**config.mk**
```make
export PLATFORM = sky130hd
export DESIGN_NAME = packet_buffer_arbiter
export DESIGN_NICKNAME = d
export VERILOG_FILES = /design/src/rtl/packet_buffer_arbiter.sv
export SDC_FILE = /design/constraint.sdc
export NUM_CORES = 1
export LEC_CHECK = 0
export CORE_MARGIN = 5
export CORE_UTILIZATION = 30
export CTS_BUF_LIST = sky130_fd_sc_hd__clkbuf_4
export DETAILED_ROUTE_END_ITERATION = 6
export PLACE_DENSITY = 0.87
export SLEW_MARGIN = 0
export SYNTH_ARGS = -nofsm -noshare
export SYNTH_HDL_FRONTEND = slang
export SYNTH_SLANG_ARGS = --single-unit
```
**constraint.sdc**
```tcl
create_clock -name clk -period 2.1 [get_ports clk]
set_clock_uncertainty 0.1 [all_clocks]
set_input_delay 0.21 -clock clk [delete_from_list [all_inputs] [get_ports clk]]
set_output_delay 0.21 -clock clk [all_outputs]
set_load 0.02 [all_outputs]
```
**src/rtl/packet_buffer_arbiter.sv**
```systemverilog
// packet_buffer_arbiter: shares the single packet buffer RAM port between video pixel reads and Ethernet accesses.
//   clk, reset                    : system clock, asynchronous active-high reset
//   vid_req/vid_addr              : video read request (no handshake, denied requests are lost)
//   vid_ready/vid_val/vid_drop    : video read response, data and denial pulse
//   eth_req/eth_we/eth_addr/eth_wdata : Ethernet access, held until eth_grant
//   eth_grant/eth_rvalid/eth_rdata: Ethernet acceptance and read response
//   ram_en/ram_we/ram_addr/ram_wdata/ram_rdata : RAM port
module packet_buffer_arbiter #(
   parameter int RAM_SIZE    = 1024,
   parameter int DATA_LEN    = 12,
   parameter int RAM_LATENCY = 2,
   parameter int MAX_STARVE  = 16,
   localparam int AW = $clog2(RAM_SIZE),
   localparam int SW = $clog2(MAX_STARVE + 1)
) (
   input  logic                clk,
   input  logic                reset,
   input  logic                vid_req,
   input  logic [AW-1:0]       vid_addr,
   output logic                vid_ready,
   output logic [DATA_LEN-1:0] vid_val,
   output logic                vid_drop,
   input  logic                eth_req,
   input  logic                eth_we,
   input  logic [AW-1:0]       eth_addr,
   input  logic [DATA_LEN-1:0] eth_wdata,
   output logic                eth_grant,
   output logic                eth_rvalid,
   output logic [DATA_LEN-1:0] eth_rdata,
   output logic                ram_en,
   output logic                ram_we,
   output logic [AW-1:0]       ram_addr,
   output logic [DATA_LEN-1:0] ram_wdata,
   input  logic [DATA_LEN-1:0] ram_rdata
);
   logic [SW-1:0]          r_starve;
   logic [RAM_LATENCY-1:0] r_valid;
   logic [RAM_LATENCY-1:0] r_owner;
   logic                   w_force;
   logic                   w_vid_take;
   logic                   w_rd;
   // Every issue-side output is gated by reset so the RAM sees nothing while reset is held.
   always_comb begin
      w_force    = !reset && eth_req && (r_starve == SW'(MAX_STARVE));
      eth_grant  = !reset && eth_req && (!vid_req || w_force);
      w_vid_take = !reset && vid_req && !w_force;
      vid_drop   = !reset && vid_req && w_force;
      ram_en     = w_vid_take || eth_grant;
      ram_we     = eth_grant && eth_we;
      ram_addr   = reset ? '0 : (w_vid_take ? vid_addr : eth_addr);
      ram_wdata  = reset ? '0 : eth_wdata;
      w_rd       = w_vid_take || (eth_grant && !eth_we);
      vid_ready  = r_valid[RAM_LATENCY-1] && !r_owner[RAM_LATENCY-1];
      eth_rvalid = r_valid[RAM_LATENCY-1] && r_owner[RAM_LATENCY-1];
      vid_val    = vid_ready ? ram_rdata : '0;
      eth_rdata  = eth_rvalid ? ram_rdata : '0;
   end
   always_ff @(posedge clk or posedge reset) begin
      if (reset)
         r_starve <= '0;
      else if (eth_grant || !eth_req)
         r_starve <= '0;
      else if (r_starve != SW'(MAX_STARVE))
         r_starve <= r_starve + 1'b1;
   end
   // Owner bit: 1 = Ethernet, 0 = video; meaningful only alongside its valid bit.
   always_ff @(posedge clk or posedge reset) begin
      if (reset) begin
         r_valid <= '0;
         r_owner <= '0;
      end else begin
         r_valid[0] <= w_rd;
         r_owner[0] <= !w_vid_take;
         for (int k = 1; k < RAM_LATENCY; k++) begin
            r_valid[k] <= r_valid[k-1];
            r_owner[k] <= r_owner[k-1];
         end
      end
   end
endmodule

```
**Word-level counts from Yosys, hierarchy flattened**

Index checks and enable logic that the tools add are counted.

- Bits of input ports: 49
- Bits in registers: 9

- Add/sub/neg operators: 1
- Reductions and logical operators: 22
- Equal/unequal tests: 2
- Mux-type cells: 7

Operators by type and width:

| kind | number |
|---|---|
| 12-bit 2-to-1 mux | 3 |
| 10-bit 2-to-1 mux | 2 |
| 1-bit logical AND | 10 |
| 5-bit 2-to-1 mux | 2 |
| 1-bit logical NOT | 7 |
| 5-bit by 1-bit adder with 5-bit output (second input constant) | 1 |
| 5-bit == test (second input constant) | 1 |
| 5-bit inequality test (second input constant) | 1 |
| 1-bit logical OR | 4 |
| 2-bit nonzero test | 1 |

**Longest topological paths before layout**

- Depth after elaboration: 7
- Mapped depth: 7

**Worst setup path after synthesis**

Ideal clock, no wire load.

- Path type: reg2out
- Start point: register r_starve[0]
- End point: output port ram_we
- Slack: 0.166 ns
- Stages on the path, launching flop included: 6
- Arrival time: 1.624 ns
- Path through: dfrtp_1 > inv_1 > ha_1 > nand4bb_1 > a21boi_0 > and2_1

- Word-level cells in the longest chain between the ends: 5

RTL lines:

| what | RTL line | RTL |
|---|---|---|
| start, declared | 36 | `logic [SW-1:0] r_starve;` |
| start signal, assigned | 64 | `r_starve <= r_starve + 1'b1;` |
| 5-bit == test | 44 | `w_force = !reset && eth_req && (r_starve == SW'(MAX_STARVE));` |
| 1-bit logical AND | 44 |  |
| 1-bit logical OR | 45 | `eth_grant = !reset && eth_req && (!vid_req \|\| w_force);` |
| 1-bit logical AND | 45 |  |
| via eth_grant | 27 | `output logic eth_grant,` |
| 1-bit logical AND | 49 | `ram_we = eth_grant && eth_we;` |
| end, declared | 31 | `output logic ram_we,` |

The timed path passes the listed nets, and every way through them passes these cells.

**Worst setup path in the final report**

- Start point: input port reset
- End point: output port ram_wdata[11]

- Word-level cells in the longest chain between the ends: 1

RTL lines:

| what | RTL line | RTL |
|---|---|---|
| start, declared | 17 | `input logic reset,` |
| 12-bit 2-to-1 mux | 51 | `ram_wdata = reset ? '0 : eth_wdata;` |
| end, declared | 33 | `output logic [DATA_LEN-1:0] ram_wdata,` |

Every way passes these cells.

==> results.sh <==
export IMPL_drt_iter0_markers=54
export IMPL_static_leakage_power_uw=0.000952
export IMPL_slew_headroom=0.683
export IMPL_hold_viol=0
export IMPL_hpwlAfterDp_mm=3.37
export IMPL_final_core_util=0.667
export IMPL_core_region_area_mm2=0.00331
export IMPL_routed_via_count=1528
export IMPL_tightestPinTransition_ns=0.475
export IMPL_maxCapViolations=0
export IMPL_finalWeightedCongestion=0.785
export IMPL_fillCellCount=278
export IMPL_ff_latch_area_um2=225
export IMPL_multi_input_combinational_cell_area_um2=763
export IMPL_cellPowerDensity_mw_per_mm2=320
export IMPL_ctsHtreeMaxLevel=1
export IMPL_fmaxAchievable_mhz=491
export IMPL_largest_net_degree_at_the_start_of_global_routing=27
export IMPL_hold_buffers=0
export IMPL_layout_setup_ws_ns=0.0624
export IMPL_fin_nets=304
export IMPL_timing_critical_path_fanout_max=7
export IMPL_synth_lib_cells_used_distinct=27
export IMPL_syn_inst=139
export IMPL_run_status="finished clean"
export IMPL_final_period_minus_worst_setup_slack_ns=2.04
export IMPL_timing_hold_ws_ns=0.251
export IMPL_core_rowCount=21
export IMPL_die_height_um=68.1
export IMPL_mappedNetlistNets=190
export IMPL_port_buffers=100
export IMPL_grt_first_pass_wirelength_mm=6.27
export IMPL_yosysWarningCount=0
export IMPL_antenna_left=0
export IMPL_setup_worst_path_end_class="output port"
export IMPL_cts_made_buffers=3
export IMPL_most_frequent_standard_cell_in_the_layout_excluding_fill_and_tap_cells="sky130_fd_sc_hd__clkdlybuf4s50_1"
export IMPL_hp_class="flip-flop to flip-flop"
export IMPL_routed_wire_length_per_instance_um=14.6
export IMPL_floorplan_die_width_um=68.1
export IMPL_mostFrequentLayoutCells="sky130_fd_sc_hd__clkdlybuf4s50_1, sky130_fd_sc_hd__nand3_1, sky130_fd_sc_hd__buf_4"
export IMPL_post_route_cells_drive_above_1_share=0.175
export IMPL_finalCritPeriodShare=0.970
export IMPL_worst_skew_pair_latency_ns=0.25
export IMPL_syn_cell_area_mm2=0.00101
export IMPL_cp_start_kind="input port"
export IMPL_ys_seq_elements=9
export IMPL_grt_antenna_before_repair=0
export IMPL_clk_transition_reported_paths_ns=0.06
export IMPL_viasPerCell=5.13
export IMPL_totalWireLength_mm=4.34
export IMPL_post_place_ws_ns=-0.300
export IMPL_clockRootBuffer="sky130_fd_sc_hd__clkbuf_4"
export IMPL_worstSetupPathType="input port to output port"
export IMPL_drt_pre_antenna_iters=4
export IMPL_cts_buffer_depth=2
export IMPL_rsz_0062_raised_after_global_routing="false"
export IMPL_overflow=0
export IMPL_layout_overhead_on_the_synthesized_area_pct=118
export IMPL_initial_utilization=0.306
export IMPL_post_synth_cell_area_avg_um2=7.29
export IMPL_grt_pass1_vias=1406
export IMPL_finalMaxSlewViolations=0
export IMPL_timing_critical_path_arrival_ns=1.73
export IMPL_diodes=0
export IMPL_peakVddDrop_mv=0.138
export IMPL_grt_util_all_layers=0.176
export IMPL_buffers_inserted_by_post_cts_timing_repair=0
export IMPL_io_pins=101
export IMPL_worstPathRequired_ns=1.79
export IMPL_clock_sinks=9
export IMPL_setup_violations_final=0
export IMPL_drc_violations_left=0
export IMPL_tritoncts="built"
export IMPL_seq_area_frac_synth=0.222
export IMPL_die_area_mm2=0.00464
-- sequential cells by signal, indices dropped and copies added (netlist names) --
name / flops
r_starve: 5
r_valid: 2
r_owner: 2
-- worst max-delay path, stage by stage --
cell and delay [ns]:
sky130_fd_sc_hd__clkdlybuf4s50_1 0.45, sky130_fd_sc_hd__buf_4 0.19, sky130_fd_sc_hd__buf_4 0.14, sky130_fd_sc_hd__nor2b_1 0.11, sky130_fd_sc_hd__clkdlybuf4s50_1 0.62
-- path summary, 6_finish.rpt --
kind                                    startpoint                       to  slack, ns  cells past startpoint
max                                          reset            ram_wdata[11]       0.06                      5
min                           r_valid[0]$_DFF_PP0_     r_valid[1]$_DFF_PP0_       0.25                      0
max reg2reg                r_starve[1]$_DFFE_PP0P_  r_starve[3]$_DFFE_PP0P_       0.46                      6
min reg2reg                   r_valid[0]$_DFF_PP0_     r_valid[1]$_DFF_PP0_       0.25                      0
max in group asynchronous                    reset     r_owner[1]$_DFF_PP0_       1.23                      5
min in group asynchronous                    reset  r_starve[1]$_DFFE_PP0P_       0.53                      5
-- power by group --
group / total [uW] / leakage, uW / internal, uW / switching, uW
Combinational: 379 / 0.000820 / 204 / 175
Sequential: 185 / 0.000114 / 181 / 3.45
Clock: 142 / 0.0000184 / 85.8 / 56.1
Total: 706 / 0.000952 / 471 / 234
-- routing by layer --
layer / vias up / track usage / share of wire
met1: 700 / 0.167 / 0.36
met2: 87 / 0.342 / 0.50
met3: 2 / 0.0608 / 0.13
met4: 0 / 0.0695 / 0.0078
met5: - / 0 / 0
li1: 739 / - / -
-- stage by stage --
| stage | instance area (um^2) | cells | power, uW | setup TNS [ns] |
|---|---|---|---|---|
| finish | 2210 | 298 | 706 | 0 |
| global route | 2210 | 298 | 749 | 0 |
| CTS | 2200 | 296 | 707 | 0 |
| detailed placement | 2170 | 292 | 574 | -3.33 |
| global placement | 2170 | 292 | 567 | -2.98 |
| floorplan | 1010 | 139 | 343 | 0 |
-- repair_timing --
action	in CTS	in global routing
pin swaps	0	0
setup endpoints to repair	13	12
cloned	0	2
resized for setup	19	27
-- final cells by class --
cell class              instances  share of cell area
flip-flops and latches          9               0.102
repair buffers                123               0.506
clock buffers                   4              0.0136
inverters                       4             0.00680
well taps                      46              0.0261
multi-input cells             112               0.346
-- synthesized netlist by cell type, drive strengths merged --
library cell / n / share of area
a21oi: 1 / 0.0049
nor3b: 1 / 0.0074
nor2b: 14 / 0.086
nand3: 24 / 0.12
buf: 3 / 0.021
and3: 13 / 0.080
inv: 4 / 0.015
or3: 1 / 0.0062
o21a: 1 / 0.0074
nor3: 2 / 0.0099
and2: 14 / 0.086
clkbuf: 12 / 0.044
ha: 2 / 0.025
nand4bb: 1 / 0.011
and4bb: 1 / 0.012
nand4: 10 / 0.062
nor2: 6 / 0.025
xor2: 3 / 0.026
a311oi: 1 / 0.0086
dfrtp: 9 / 0.22
nand2: 3 / 0.011
a2bb2oi: 1 / 0.0086
a32oi: 10 / 0.086
a21boi: 2 / 0.015
-- logic make-up after synthesis --
family | Yosys count | synth area share
adders and majority gates | 2 | 0.0247
AOI/OAI and AO/OA | 16 | 0.131
DFF | 9 | 0.222
xor gates and xnor gates | 3 | 0.0259
and+or+nand+nor | 90 | 0.516
buffers and inverters | 19 | 0.0802
Power figures use the tool's default switching activity.
